[src/rtl/lc3_exec_ctrl_pkg.sv]
`default_nettype none
// ============================================================================
// Module   : lc3_exec_ctrl_pkg
// Brief    : Shared types and encodings for the LC-3 execution controller.
// Revision : 1.0 - initial release
// ============================================================================
package lc3_exec_ctrl_pkg;

    typedef enum logic [4:0] {
        ST_RST, ST_F1, ST_F2, ST_F3, ST_DEC,
        ST_ALU, ST_BR, ST_NOP, ST_JMP, ST_JSR1, ST_JSR2,
        ST_MAR_ADDR, ST_IND_RD, ST_IND_MAR, ST_LD_RD, ST_LD_WB,
        ST_ST_MDR, ST_ST_WR, ST_LEA,
        ST_TRAP1, ST_TRAP2, ST_TRAP3, ST_TRAP4
    } state_t;

    localparam logic [3:0] c_OP_BR   = 4'b0000;
    localparam logic [3:0] c_OP_ADD  = 4'b0001;
    localparam logic [3:0] c_OP_LD   = 4'b0010;
    localparam logic [3:0] c_OP_ST   = 4'b0011;
    localparam logic [3:0] c_OP_JSR  = 4'b0100;
    localparam logic [3:0] c_OP_AND  = 4'b0101;
    localparam logic [3:0] c_OP_LDR  = 4'b0110;
    localparam logic [3:0] c_OP_STR  = 4'b0111;
    localparam logic [3:0] c_OP_NOT  = 4'b1001;
    localparam logic [3:0] c_OP_LDI  = 4'b1010;
    localparam logic [3:0] c_OP_STI  = 4'b1011;
    localparam logic [3:0] c_OP_JMP  = 4'b1100;
    localparam logic [3:0] c_OP_LEA  = 4'b1110;
    localparam logic [3:0] c_OP_TRAP = 4'b1111;

    localparam logic [1:0] c_ALUK_ADD  = 2'b00;
    localparam logic [1:0] c_ALUK_AND  = 2'b01;
    localparam logic [1:0] c_ALUK_NOT  = 2'b10;
    localparam logic [1:0] c_ALUK_PASS = 2'b11;

    localparam logic [1:0] c_PCMUX_INC   = 2'b00;
    localparam logic [1:0] c_PCMUX_BUS   = 2'b01;
    localparam logic [1:0] c_PCMUX_ADDER = 2'b10;

    localparam logic       c_MARMUX_ZEXT = 1'b1;
    localparam logic       c_ADDR1_SR1   = 1'b0;
    localparam logic       c_ADDR1_PC    = 1'b1;

    localparam logic [1:0] c_ADDR2_ZERO  = 2'b00;
    localparam logic [1:0] c_ADDR2_OFF6  = 2'b01;
    localparam logic [1:0] c_ADDR2_OFF9  = 2'b10;
    localparam logic [1:0] c_ADDR2_OFF11 = 2'b11;

    // bit1 = load MDR, bit0 = source (0 memory, 1 bus)
    localparam logic [1:0] c_LDMDR_MEM = 2'b10;
    localparam logic [1:0] c_LDMDR_BUS = 2'b11;

    typedef struct packed {
        logic       gate_pc;
        logic       gate_mdr;
        logic       gate_alu;
        logic       gate_marmux;
        logic       ld_pc;
        logic       ld_ir;
        logic       ld_reg;
        logic       ld_cc;
        logic       ld_mar;
        logic [1:0] ld_mdr;
        logic       mem_rw;
        logic [1:0] pcmux;
        logic       marmux;
        logic       addr1mux;
        logic [1:0] addr2mux;
        logic       sr2mux;
        logic [1:0] aluk;
        logic [2:0] sr1;
        logic [2:0] sr2;
        logic [2:0] dr;
    } ctrl_t;

endpackage
`default_nettype wire

[src/rtl/lc3_alu_unit.sv]
`default_nettype none
// ============================================================================
// Module   : lc3_alu_unit
// Brief    : Combinational 16-bit LC-3 ALU (ADD, AND, NOT A, PASS A).
// Revision : 1.0 - initial release
// ============================================================================
module lc3_alu_unit
    import lc3_exec_ctrl_pkg::*;
(
    input  logic [1:0]  i_aluk,
    input  logic [15:0] i_op_a,
    input  logic [15:0] i_op_b,
    output logic [15:0] o_result
);

    always_comb begin
        o_result = i_op_a;
        case (i_aluk)
            c_ALUK_ADD:  o_result = i_op_a + i_op_b;
            c_ALUK_AND:  o_result = i_op_a & i_op_b;
            c_ALUK_NOT:  o_result = ~i_op_a;
            c_ALUK_PASS: o_result = i_op_a;
            default:     o_result = i_op_a;
        endcase
    end

endmodule
`default_nettype wire

[src/rtl/lc3_exec_ctrl.sv]
`default_nettype none
// ============================================================================
// Module   : lc3_exec_ctrl
// Brief    : LC-3 Moore control FSM with ALU and address adder datapath.
// Revision : 1.0 - initial release
// ============================================================================
module lc3_exec_ctrl
    import lc3_exec_ctrl_pkg::*;
(
    input  logic        CLK,
    input  logic        RESET,
    input  logic [15:0] INSTR,
    input  logic        N,
    input  logic        Z,
    input  logic        P,
    input  logic [15:0] OP_A,
    input  logic [15:0] OP_B,
    output logic [15:0] ALU_RESULT,
    input  logic [15:0] ADDR_A,
    input  logic [15:0] ADDR_B,
    input  logic        CYI,
    output logic [15:0] ADDR_SUM,
    output logic        GATE_PC_SEL,
    output logic        GATE_MDR_SEL,
    output logic        GATE_ALU_SEL,
    output logic        GATE_MARMUX_SEL,
    output logic        LDPC,
    output logic        LDIR,
    output logic        LDREG,
    output logic        LDCC,
    output logic        LDMAR,
    output logic [1:0]  LDMDR,
    output logic        MEM_RW,
    output logic [1:0]  PCMUX_SEL,
    output logic        MARMUX_SEL,
    output logic        ADDR1MUX_SEL,
    output logic [1:0]  ADDR2MUX_SEL,
    output logic        SR2MUX_SEL,
    output logic [1:0]  ALUK,
    output logic [2:0]  SR1,
    output logic [2:0]  SR2,
    output logic [2:0]  DR
);

    state_t r_state;
    state_t w_next_state;
    ctrl_t  r_ctrl;

    function automatic state_t f_next(input state_t s, input logic [15:0] ir,
                                      input logic n, input logic z, input logic p);
        state_t     ns;
        logic [3:0] op;
        ns = ST_F1;
        op = ir[15:12];
        case (s)
            ST_F1:  ns = ST_F2;
            ST_F2:  ns = ST_F3;
            ST_F3:  ns = ST_DEC;
            ST_DEC: begin
                case (op)
                    c_OP_ADD, c_OP_AND, c_OP_NOT: ns = ST_ALU;
                    c_OP_BR:  ns = ((ir[11] & n) | (ir[10] & z) | (ir[9] & p)) ? ST_BR : ST_NOP;
                    c_OP_JMP: ns = ST_JMP;
                    c_OP_JSR: ns = ST_JSR1;
                    c_OP_LD, c_OP_LDR, c_OP_LDI,
                    c_OP_ST, c_OP_STR, c_OP_STI: ns = ST_MAR_ADDR;
                    c_OP_LEA:  ns = ST_LEA;
                    c_OP_TRAP: ns = ST_TRAP1;
                    default:   ns = ST_NOP;
                endcase
            end
            ST_MAR_ADDR: begin
                if (op == c_OP_LDI || op == c_OP_STI)      ns = ST_IND_RD;
                else if (op == c_OP_ST || op == c_OP_STR)  ns = ST_ST_MDR;
                else                                       ns = ST_LD_RD;
            end
            ST_IND_RD:  ns = ST_IND_MAR;
            ST_IND_MAR: ns = (op == c_OP_STI) ? ST_ST_MDR : ST_LD_RD;
            ST_LD_RD:   ns = ST_LD_WB;
            ST_ST_MDR:  ns = ST_ST_WR;
            ST_JSR1:    ns = ST_JSR2;
            ST_TRAP1:   ns = ST_TRAP2;
            ST_TRAP2:   ns = ST_TRAP3;
            ST_TRAP3:   ns = ST_TRAP4;
            default:    ns = ST_F1;
        endcase
        return ns;
    endfunction

    function automatic ctrl_t f_ctrl(input state_t s, input logic [15:0] ir);
        ctrl_t      c;
        logic [3:0] op;
        logic       is_store;
        c        = '0;
        op       = ir[15:12];
        is_store = (op == c_OP_ST) || (op == c_OP_STR) || (op == c_OP_STI);
        // Register-file fields are only presented once an instruction is executing
        if (!(s inside {ST_RST, ST_F1, ST_F2, ST_F3, ST_DEC})) begin
            c.sr1    = is_store ? ir[11:9] : ir[8:6];
            c.sr2    = ir[2:0];
            c.dr     = (op == c_OP_JSR || op == c_OP_TRAP) ? 3'b111 : ir[11:9];
            c.sr2mux = ir[5];
        end
        case (s)
            ST_F1:  begin c.gate_pc = 1'b1; c.ld_mar = 1'b1; c.ld_pc = 1'b1; c.pcmux = c_PCMUX_INC; end
            ST_F2:  c.ld_mdr = c_LDMDR_MEM;
            ST_F3:  begin c.gate_mdr = 1'b1; c.ld_ir = 1'b1; end
            ST_ALU: begin
                c.gate_alu = 1'b1; c.ld_reg = 1'b1; c.ld_cc = 1'b1;
                c.aluk = (op == c_OP_AND) ? c_ALUK_AND : (op == c_OP_NOT) ? c_ALUK_NOT : c_ALUK_ADD;
            end
            ST_BR:  begin c.ld_pc = 1'b1; c.pcmux = c_PCMUX_ADDER; c.addr1mux = c_ADDR1_PC; c.addr2mux = c_ADDR2_OFF9; end
            ST_JMP: begin c.ld_pc = 1'b1; c.pcmux = c_PCMUX_ADDER; c.addr1mux = c_ADDR1_SR1; c.addr2mux = c_ADDR2_ZERO; end
            ST_JSR1: begin c.gate_pc = 1'b1; c.ld_reg = 1'b1; end
            ST_JSR2: begin
                c.ld_pc = 1'b1; c.pcmux = c_PCMUX_ADDER;
                c.addr1mux = ir[11] ? c_ADDR1_PC : c_ADDR1_SR1;
                c.addr2mux = ir[11] ? c_ADDR2_OFF11 : c_ADDR2_ZERO;
            end
            ST_MAR_ADDR: begin
                c.gate_marmux = 1'b1; c.ld_mar = 1'b1;
                c.addr1mux = (op == c_OP_LDR || op == c_OP_STR) ? c_ADDR1_SR1 : c_ADDR1_PC;
                c.addr2mux = (op == c_OP_LDR || op == c_OP_STR) ? c_ADDR2_OFF6 : c_ADDR2_OFF9;
            end
            ST_IND_RD, ST_LD_RD, ST_TRAP3: c.ld_mdr = c_LDMDR_MEM;
            ST_IND_MAR: begin c.gate_mdr = 1'b1; c.ld_mar = 1'b1; end
            ST_LD_WB:   begin c.gate_mdr = 1'b1; c.ld_reg = 1'b1; c.ld_cc = 1'b1; end
            ST_ST_MDR:  begin c.gate_alu = 1'b1; c.aluk = c_ALUK_PASS; c.ld_mdr = c_LDMDR_BUS; end
            ST_ST_WR:   c.mem_rw = 1'b1;
            ST_LEA: begin
                c.gate_marmux = 1'b1; c.ld_reg = 1'b1;
                c.addr1mux = c_ADDR1_PC; c.addr2mux = c_ADDR2_OFF9;
            end
            ST_TRAP1: begin c.gate_pc = 1'b1; c.ld_reg = 1'b1; end
            ST_TRAP2: begin c.gate_marmux = 1'b1; c.ld_mar = 1'b1; c.marmux = c_MARMUX_ZEXT; end
            ST_TRAP4: begin c.gate_mdr = 1'b1; c.ld_pc = 1'b1; c.pcmux = c_PCMUX_BUS; end
            default: ;
        endcase
        return c;
    endfunction

    assign w_next_state = f_next(r_state, INSTR, N, Z, P);

    // Outputs are registered alongside the state so they line up with it
    always_ff @(posedge CLK) begin
        if (!RESET) begin
            r_state <= ST_RST;
            r_ctrl  <= '0;
        end else begin
            r_state <= w_next_state;
            r_ctrl  <= f_ctrl(w_next_state, INSTR);
        end
    end

    lc3_alu_unit u_alu (
        .i_aluk   (r_ctrl.aluk),
        .i_op_a   (OP_A),
        .i_op_b   (OP_B),
        .o_result (ALU_RESULT)
    );

    assign ADDR_SUM = ADDR_A + ADDR_B + {15'd0, CYI};

    assign GATE_PC_SEL     = r_ctrl.gate_pc;
    assign GATE_MDR_SEL    = r_ctrl.gate_mdr;
    assign GATE_ALU_SEL    = r_ctrl.gate_alu;
    assign GATE_MARMUX_SEL = r_ctrl.gate_marmux;
    assign LDPC            = r_ctrl.ld_pc;
    assign LDIR            = r_ctrl.ld_ir;
    assign LDREG           = r_ctrl.ld_reg;
    assign LDCC            = r_ctrl.ld_cc;
    assign LDMAR           = r_ctrl.ld_mar;
    assign LDMDR           = r_ctrl.ld_mdr;
    assign MEM_RW          = r_ctrl.mem_rw;
    assign PCMUX_SEL       = r_ctrl.pcmux;
    assign MARMUX_SEL      = r_ctrl.marmux;
    assign ADDR1MUX_SEL    = r_ctrl.addr1mux;
    assign ADDR2MUX_SEL    = r_ctrl.addr2mux;
    assign SR2MUX_SEL      = r_ctrl.sr2mux;
    assign ALUK            = r_ctrl.aluk;
    assign SR1             = r_ctrl.sr1;
    assign SR2             = r_ctrl.sr2;
    assign DR              = r_ctrl.dr;

endmodule
`default_nettype wire

[config.mk]
export PLATFORM = sky130hd
export DESIGN_NAME = lc3_exec_ctrl
export DESIGN_NICKNAME = d
export VERILOG_FILES = /design/src/rtl/lc3_exec_ctrl_pkg.sv /design/src/rtl/lc3_alu_unit.sv /design/src/rtl/lc3_exec_ctrl.sv
export SDC_FILE = /design/constraint.sdc
export NUM_CORES = 1
export LEC_CHECK = 0
export CORE_MARGIN = 2
export CORE_UTILIZATION = 48
export DETAILED_ROUTE_END_ITERATION = 12
export PLACE_DENSITY = 0.88
export SETUP_SLACK_MARGIN = 0.2
export SLEW_MARGIN = 25
export SYNTH_ARGS = -nofsm -noshare
export SYNTH_HDL_FRONTEND = slang
export SYNTH_SLANG_ARGS = --single-unit
[constraint.sdc]
create_clock -name CLK -period 10.12 [get_ports CLK]
set_input_delay 3.036 -clock CLK [delete_from_list [all_inputs] [get_ports CLK]]
set_output_delay 3.036 -clock CLK [all_outputs]
set_load 0.005 [all_outputs]
# Word level (Yosys, flattened, before mapping)
# Cells that the tools add are included.
# op_classes
addsub	3
eq_ne	50
mux	30
n_bitwise	8
n_reduce_logical	23
# ops
op	count
5-bit by 4-bit == test with 1-bit output, second input constant	13
5-bit one-hot mux with 13 select lines	1
16-bit one-hot mux with 4 select lines	1
5-bit == test, second input constant	11
5-bit one-hot mux with 7 select lines	1
16-bit adder	2
4-bit == test, second input constant	6
5-bit by 2-bit == test with 1-bit output, second input constant	4
5-bit by 3-bit == test with 1-bit output, second input constant	4
16-bit by 1-bit adder with 16-bit output	1
16-bit AND	1
4-bit by 3-bit == test with 1-bit output, second input constant	4
16-bit NOT	1
5-bit 2-to-1 mux	3
1-bit 2-to-1 mux	14
2-bit one-hot mux with 2 select lines	3
3-bit OR reduction	4
4-bit OR reduction	3
5-bit by 1-bit == test with 1-bit output, second input constant	2
5-bit OR reduction	2
3-bit one-hot mux with 3 select lines	1
4-bit by 2-bit == test with 1-bit output, second input constant	2
2-bit 2-to-1 mux	4
2-bit OR reduction	4
other kinds (13)	22
# totals
reg_bits	35
inputBits	86
output_inout_bits	62

# Logic depth before layout (Yosys ltp)
# Gate-level depths: netlist (run 1).
# logic_depth
word_depth	9
ltp_mapped	11
mapped_depth_nobuf	11

# Modules after synthesis
# Synthesis (run 1) repeated with hierarchy kept, for this count alone.
# hier_totals
cells_unflattened	482
area_unflattened_um2	3651.0
# by_module_without_submodules
module	instances	cells_each	area_per_inst_um2	seq_area_each_um2
lc3_exec_ctrl	1	307	2451.1	680.7
lc3_alu_unit	1	175	1199.9	0.0

# Least setup slack after synthesis (run 1)
# OpenSTA, ideal clock, no wires.
# synth_path
path_type	input port to output port
startpoint	in OP_A[0]
endpoint	out ALU_RESULT[10]
arrival_time_ns	4.722
required_ns	7.084
path_slack_ns	2.362
stages	10
cell_sequence	ha_1 > inv_1 > fa_1 > nor2b_1 > o31a_1 > o21ai_0 > o21ai_0 > a211oi_1 > a31o_2 > a21oi_1
# synth_between
elab_chain_len	2
# synth_lines
item	line_no	rtl
start: declaration	lc3_exec_ctrl.sv:16	input logic [15:0] OP_A,
16-bit adder	lc3_alu_unit.sv:19	c_ALUK_ADD: o_result = i_op_a + i_op_b;
16-bit one-hot mux with 4 select lines	lc3_alu_unit.sv:18	case (i_aluk)
end: declaration	lc3_exec_ctrl.sv:18	output logic [15:0] ALU_RESULT,
# Every way passes these cells.

# Final worst setup path (run 1)
# Ends and elaborated chain as after synthesis.

==> flow_metrics.tcl, run 1 <==
set metrics [dict create \
    status "finished clean" \
    drt_wl_total_mm 10.73 \
    cts_tree "yes" \
    max_stage_delay_ns 0.52 \
    netlist_area_um2 3593 \
    yosysSeqAreaShare_pct 18.94 \
    synth-seq-cells 34 \
    crit_arrival_ns 6.11 \
    crit_fanout 5 \
    avgViaCountPerCell 5.696 \
    tightest_slew_ns 0.9498 \
    ctsHoldBuffers 0 \
    fill_cells 592 \
    die-area_um2 8195 \
    clkLatencyLatePin_ns 0.29 \
    area_growth_pct 42.06 \
    rows 31 \
    final_cell_mix "145 x clkdlybuf4s50_1, 55 x nor2_1, 43 x a21oi_1" \
    timing.rr.end "GATE_PC_SEL$_SDFF_PN0_" \
    cp_slowest_cell "clkdlybuf4s50_1" \
    cts-root-buf "clkbuf_8" \
    path_class "in -> out" \
    r2r_slack_ns 7.51 \
    num_vias 4061 \
    place.gp.congestion 0.8615 \
    cts_max_level 2 \
    max_freq_mhz 109.3 \
    io_pins 148 \
    slew_violations 0 \
    clock-sinks 34 \
    routedWlPerCell_um 15.04 \
    ir_worst_vdd_uv 100.4 \
    drc 0 \
    cts-buffers-inserted 5 \
    worstPathBufferInverterCount 3 \
    track_usage_pct 24.76 \
    cp-start-kind "input port" \
    cts_setup_buffers 0 \
    ys_warn_count 0 \
    setup_violations 0 \
    critPathTopFamily "compound AO/OA/AOI/OAI gates" \
    required_ns 7.08 \
    endpoint "ALU_RESULT[10]" \
    yosys.cell_types.count 64 \
    ctsResizeCount 0 \
    synth_edf_count 0 \
    path_cells "clkdlybuf4s50_1, ha_1, inv_1, fa_1, nor2b_1, o31a_1, o21ai_0, o21ai_0, a211oi_1, a31o_2, a21oi_1, clkdlybuf4s50_1" \
    core-area_um2 7253 \
    startpoint "OP_A[0]" \
    post-route-util_pct 70.38 \
    dr.pass1.iters 4 \
    grt_pass1_wl_mm 17.15 \
    initial_core_util_pct 49.54 \
    num-nets-final 732 \
    antenna_found_initial 0 \
    ys.flop_type "dfxtp_1" \
    grt_pass1_vias 3678 \
    layout_commonest_cell "clkdlybuf4s50_1" \
    cts_buffer_depth 2 \
    io_buffers 145 \
    grt-ovfl-total 0 \
    die_h_um 90.53 \
    yosysTopAreaCellShare_pct 18.94 \
    leakagePower_nw 2.000 \
    powerDensity_nw_per_um2 97.84 \
    postRouteAntennaNets 0 \
    finalSetupTns_ns 0 \
    grt_max_degree 44 \
    synthTopCellsByArea "dfxtp_1 19%, ha_1 10%, a21oi_1 6.0%, nor2_1 5.7%, xnor2_1 5.4%" \
    place_hpwl_mm 8.631 \
    drt_iter0_drc 207 \
    finClkSkew_ns 0.003543 \
    drive_above_1_share_pct 3.094 \
    rsz0062_at_grt "no" \
    synth_area_leader_cell "dfxtp_1" \
    hold_class "reg -> reg" \
    slew_headroom_pct 36.68 \
    r2r.worst_path.cells 7 \
    end_kind "primary output" \
    hold_viol 0 \
    num_antenna_cells 0 \
    async_reset_ff_share_pct 0 \
    cp_num_cells 12 \
    synth_cells 488 \
    fin_crit_ns 9.149 \
    worstReg2RegStart "r_state[4]$_SDFF_PN0_" \
    drv_cap 0 \
    die_width_um 90.53 \
    syn_avg_cell_area_um2 7.364 \
    min_period_over_period_pct 90.41 \
    path_clk_slew_ns 0.07 \
    syn_nets 607 \
]
## metrics by stage
step           cell area [um^2]  hold WS (ns)  power, mW  setup slack, ns  std cells
2_1_floorplan              3593        0.7112     0.2773            2.362        488
3_3_place_gp               5009        0.8516     0.3884            1.119        705
3_5_place_dp               5009        0.8447     0.3976            1.044        705
4_1_cts                    5104        0.8418     0.5001            1.038        713
5_1_grt                    5105        0.9419     0.5293           0.7913        713
6_report                   5105        0.8762     0.4994           0.9706        713
## worst min path at each step
| stage | slack (ns) | end | startpoint | depth (start not counted) |
|---|---|---|---|---|
| finish | 0.88 | LDPC$_SDFF_PN0_ | r_state[3]$_SDFF_PN0_ | 2 |
| floorplan | 0.71 | r_state[2]$_SDFF_PN0_ | r_state[3]$_SDFF_PN0_ | 4 |
| detailed placement | 0.84 | LDPC$_SDFF_PN0_ | r_state[3]$_SDFF_PN0_ | 2 |
| global placement | 0.85 | LDPC$_SDFF_PN0_ | r_state[3]$_SDFF_PN0_ | 2 |
| global route | 0.94 | LDPC$_SDFF_PN0_ | r_state[3]$_SDFF_PN0_ | 2 |
| CTS | 0.84 | LDPC$_SDFF_PN0_ | r_state[3]$_SDFF_PN0_ | 2 |
## synth_stat cells (3+ instances only)
cell type   n
nand2b_1    6
o211ai_1    5
inv_1      24
a21o_1      4
a31oi_1     6
a211oi_1   16
and2_1      8
nor3_1     17
buf_2       6
a22oi_1     3
or3_1       3
clkbuf_1   11
and3_1      3
a21oi_1    43
nand2_1    41
nand3_1     8
dfxtp_1    34
nor2_1     55
nor2b_1     7
o21a_1      6
nand4_1     3
nor4_1      5
buf_6       5
xor2_1     19
o2111ai_1   3
xnor2_1    22
ha_1       30
o21ai_0    36
mux2i_1     8
nor3b_1     3
fa_1        3
buf_4       4
## tightest hold or removal path, stage by stage, from the launching register on
cell,delay [ns]
dfxtp_1,0.50
o221ai_1,0.23
o21ai_0,0.09
## registers in the layout, summed over array words and instances, names as in the netlist, 2 cells and up
| name | count |
|---|---|
| SR2 | 3 |
| LDMDR | 2 |
| ALUK | 2 |
| SR1 | 3 |
| DR | 3 |
| r_state | 5 |
| PCMUX_SEL | 2 |
## cell families after synthesis
family | after synthesis | share of synthesized area (%)
mux | 9 | 2.542
flops | 34 | 18.94
compound gates | 148 | 26.01
buf+inv | 53 | 7.208
fa+ha+maj | 33 | 12.12
simple gates | 170 | 23.19
xor+xnor | 41 | 9.993
## routing by layer
metal / share of wire [%] / up-vias / global-route usage, %
met5: 0 / - / 0
met4: 1.7 / 0 / 6.154
met3: 8.3 / 23 / 6.260
met2: 49 / 173 / 42.79
met1: 41 / 1865 / 30.68
li1: - / 2000 / -
## cell type report
class	count	area [um^2]	share of cell area, %
multi-input combinational	401	2654	51.99
clock buffer	6	82.58	1.618
inverter	26	97.59	1.912
sequential	34	683.2	13.38
clock inverter	2	12.51	0.2451
tap	99	123.9	2.426
timing repair buffer	145	1451	28.43
## where the power goes
part | leakage [nW] | switching, mW | internal, mW
clock | 0.0472 | 0.0480 | 0.0546
sequential | 0.278 | 0.00757 | 0.140
combinational | 1.67 | 0.107 | 0.142
Power figures use the tool's default switching activity.
==> run 2: changes to the inputs <==
Settings changed: CAP_MARGIN from default to 20, CTS_CLUSTER_DIAMETER from default to 150.
==> results of run 2 <==
The final DEF is identical to that of run 1; final timing and power are the same.
==> variant 1 (settings of run 2) <==
Add an input register stage for `ADDR_A`, without a reset; this delays it by one clock. The other inputs are not delayed to match.
--- a/src/rtl/lc3_exec_ctrl.sv
+++ b/src/rtl/lc3_exec_ctrl.sv
@@ -42,4 +42,10 @@
     output logic [2:0]  DR
 );
+
+    logic [15:0] ADDR_A_q;
+
+    always_ff @(posedge CLK) begin
+        ADDR_A_q <= ADDR_A;
+    end
 
     state_t r_state;
@@ -160,5 +166,5 @@
     );
 
-    assign ADDR_SUM = ADDR_A + ADDR_B + {15'd0, CYI};
+    assign ADDR_SUM = ADDR_A_q + ADDR_B + {15'd0, CYI};
 
     assign GATE_PC_SEL     = r_ctrl.gate_pc;
Check against the original RTL: not equivalent (Yosys sat finds a counterexample within 4 cycles, from zero or initial values and one cycle with RESET low).
==> variant 1 against run 2 <==
Setup slack got worse by 0.11 ns; register-to-register slack lost 0.13 ns; final area is 5.5% higher; largest cell class unchanged; critical path depth did not move; total power grew 37%; count of clock-buffer cells in the layout unchanged; routed wire length is 2.1% higher; sequential cell count rose by 16; final cell count fell by 0.70%; sequential power rose by 63%; hold slack worse by 0.13 ns; synthesized cell count is 1.8% lower; die area increased by 6.4%; synthesized area is 6.7% higher.
==> variant 1: results <==
group,metric,value,unit
synth,synthMuxAreaShare,1.599,%
global_routing,antenna_found_initial,0,
cts,clock_path_buffers,2,
worst_setup_path,critPathArrivalTime,6.23,ns
cts,postCtsSetupRepairBufs,0,
power,pg_comb,326,uW
sta,min_period_over_period,91.53,%
synth,synth_area_leaders,"dfxtp_1 26%, ha_1 9.8%, a21oi_1 5.6%",
place,hpwlAfterDp,8702,um
synth,synth_cell_type_count,70,
finish,drive_above_1_share,3.300,%
power,pg_clk,120,uW
worst_setup_path,r2r-end,"SR1[0]$_SDFF_PP0_",
global_routing,grt_pass1_wl,17660,um
synth,synthTopCellsByCount,"55 x nor2_1, 50 x dfxtp_1, 43 x a21oi_1",
worst_setup_path,crit-reg2reg-launch,"r_state[1]$_SDFF_PN0_",
synth,synth_compound_area_share,26.17,%
sta,whs,0.7510,ns
synth,yosysSeqAreaShare,26.10,%
power,pwr-share-comb,47.5,%
worst_setup_path,cp-startpoint,"OP_A[0]",
place,port_buffers,145,
cts,htree_levels,2,
finish,nets,724,
finish,regMostFlops,"ADDR_A_q",
worst_setup_path,critPathMaxStageDelay,0.56,ns
cts,cts.clk_slew.worst_paths,0.09,ns
min_path,worstHoldStart,"r_state[2]$_SDFF_PN0_",
worst_setup_path,rrSetupSlack,7.38,ns
power,sw_frac_of_total,34.04,%
synth,synth_fp_nets,598,
detailed_routing,drt-initial-drc-count,118,
synth,synth_xor_area_share,8.450,%
detailed_routing,wire_per_inst,15.46,um
worst_setup_path,worst_r2r_path_depth,7,
synth,synthArstFlopShare,0,%
sta,skew,0.009217,ns
global_routing,grt_pass1_vias,3934,
place,gp_congestion,0.9493,
synth,synth_fa_ha_area_share,11.35,%
detailed_routing,firstDrtPassIters,5,
power,power.leakage,2.250,nW
cts,root_buffer,"clkbuf_8",
worst_setup_path,critPathMaxFanout,4,
power,ir_worst_vdd,0.1055,mV
global_routing,grt_max_degree,49,
detailed_routing,vias,4024,
finish,antennaDiodeCount,0,
cts,clkLatencyLatePin,0.29,ns
worst_setup_path,crit_end,"ALU_RESULT[12]",
sta,slew_headroom,35.72,%
finish,top_regs,"ADDR_A_q (16), r_state (5)",
place,placed_area,5291,um^2
outcome,status,"finished clean",
synth,ys.flop_type,"dfxtp_1",
cts,cts_inserted_buffers,5,
worst_setup_path,cpLargestDelayFamily,"buffers and inverters",
min_path,min_to,"GATE_MDR_SEL$_SDFF_PN0_",
global_routing,grt_usage,24.55,%
==> variant 1: cell count changes in the layout (fill, tap and decap cells not counted), sizes merged, moves of 6 or more <==
cell	change
nand2b	+6
dfxtp	+16
xnor2	-9
o21ai	-19
nand2	-18
o21a	+7
==> variant 1: metrics by stage <==
step / cells / worst slack, ns
after global routing: 708 / 0.7119
final: 708 / 0.8567
after CTS: 708 / 0.9029
after global placement: 700 / 0.9499
after floorplan: 479 / 2.175
after detailed placement: 700 / 0.9084
==> variant 1: final cells by class <==
type | instances | area [um^2]
Multi-Input combinational cell | 377 | 2611
Clock buffer | 6 | 82.58
Tap cell | 102 | 127.6
Inverter | 26 | 97.59
Sequential cell | 50 | 1003
Fill cell | 613 | 2341
Timing Repair Buffer | 145 | 1451
Clock inverter | 2 | 12.51
==> variant 1: layer usage <==
metal	global-route usage, %	routed length (um)	vias to the layer above
met5	0	0	-
met4	4.657	229	0
met3	4.674	893	23
met2	45.98	5496	168
met1	29.06	4329	1854
li1	-	-	1979
==> variant 2 (settings of run 2) <==
Without the edit above. Remove the case item `c_ALUK_ADD` of the case on `i_aluk`.
--- a/src/rtl/lc3_alu_unit.sv
+++ b/src/rtl/lc3_alu_unit.sv
@@ -17,5 +17,4 @@
         o_result = i_op_a;
         case (i_aluk)
-            c_ALUK_ADD:  o_result = i_op_a + i_op_b;
             c_ALUK_AND:  o_result = i_op_a & i_op_b;
             c_ALUK_NOT:  o_result = ~i_op_a;
Check against the original RTL: not equivalent (a bounded check fails within 4 cycles, from zero or initial values and one cycle with RESET low).
==> variant 2 against run 2 <==
Synthesized area fell by 19%; sequential cell count did not move; setup slack got worse by 0.24 ns; combinational power fell by 32%; die area fell by 19%; register-to-register slack got worse by 0.14 ns; count of clock-buffer cells in the layout rose by 1; fmax fell by 2.6%; total power fell by 17%; routed wire length fell by 21%; final area fell by 14%; critical path type unchanged; sequential power barely moved; global-route usage fell by 1.4 points.
==> variant 2: results <==
group,metric,value,unit
outcome,status,"finished clean",
synth,yosysSeqAreaShare,23.52,%
global_routing,grt_max_degree,31,
synth,syn_avg_cell_area,7.886,um^2
place,gp_congestion,0.8856,
synth,synth_compound_area_share,24.90,%
synth,netlist_instances,367,
finish,clock_buffers,7,
finish,multiInputGateArea,2017,um^2
synth,synth_fp_nets,471,
detailed_routing,wire_per_inst,14.90,um
global_routing,grt_use_met3,3.736,%
synth,synthMuxAreaShare,7.652,%
finish,ff_latch_area,680.7,um^2
detailed_routing,vias_per_cell,5.580,
synth,synth_xor_area_share,4.237,%
global_routing,grt_pass1_vias,2766,
synth,synth_cell_type_count,76,
detailed_routing,met2WireLength,4237,um
finish,nets,595,
detailed_routing,wl_met1,3390,um
sta,worst_pin_slew,0.9784,ns
sta,skew,0.008402,ns
finish,buffer_area_share,32.97,%
worst_setup_path,critPathMaxStageDelay,0.61,ns
worst_setup_path,critPathSlowestCell,"or4b_2",
worst_setup_path,cpLargestDelayFamily,"buffers and inverters",
worst_setup_path,critPathArrivalTime,6.36,ns
detailed_routing,drt-initial-drc-count,140,
place,placed_area,4310,um^2
finish,fillers,453,
synth,synthTopCellsByCount,"38 x nor2_1, 34 x dfxtp_1, 31 x a21oi_1",
synth,synth_area_leaders,"dfxtp_1 24%, mux2i_1 7.3%, ha_1 6.9%",
worst_setup_path,critPathMaxFanout,3,
synth,synth_top_area_share,23.52,%
detailed_routing,wirelength,8449,um
finish,inv_count,18,
detailed_routing,firstDrtPassIters,5,
place,post-place-ws,0.7263,ns
detailed_routing,met3WireLength,768,um
place,hpwlAfterDp,6724,um
global_routing,grt_pass1_wl,12580,um
power,power.density,94.70,nW/um^2
finish,nMultiInputCombCells,287,
power,power.leakage,1.755,nW
finish,clk_share,2.075,%
finish,drive_above_1_share,6.098,%
-- variant 2: cell types whose count changed after synthesis, sizes merged, moves of 13 or more --
cell	before	now
ha	30	16
mux2i	8	21
nand2	41	21
o21ai	38	21
nor2	55	38
a211oi	16	3
xor2	19	1
-- variant 2: final timing paths --
path                                            start                      end  slack [ns]  cells after the start
worst max-delay path                        ADDR_A[0]             ADDR_SUM[14]        0.73                     12
worst min-delay path            r_state[0]$_SDFF_PN0_          LDIR$_SDFF_PN0_        0.97                      3
worst max register to register  r_state[2]$_SDFF_PN0_  ADDR1MUX_SEL$_SDFF_PN0_        7.37                      6
worst min register to register  r_state[0]$_SDFF_PN0_          LDIR$_SDFF_PN0_        0.97                      3
-- variant 2: power by group --
part	switching (mW)	leakage, nW	internal (mW)
clock	0.0462	0.0482	0.0548
combinational	0.0660	1.43	0.103
sequential	0.00703	0.276	0.140
total	0.119	1.75	0.298
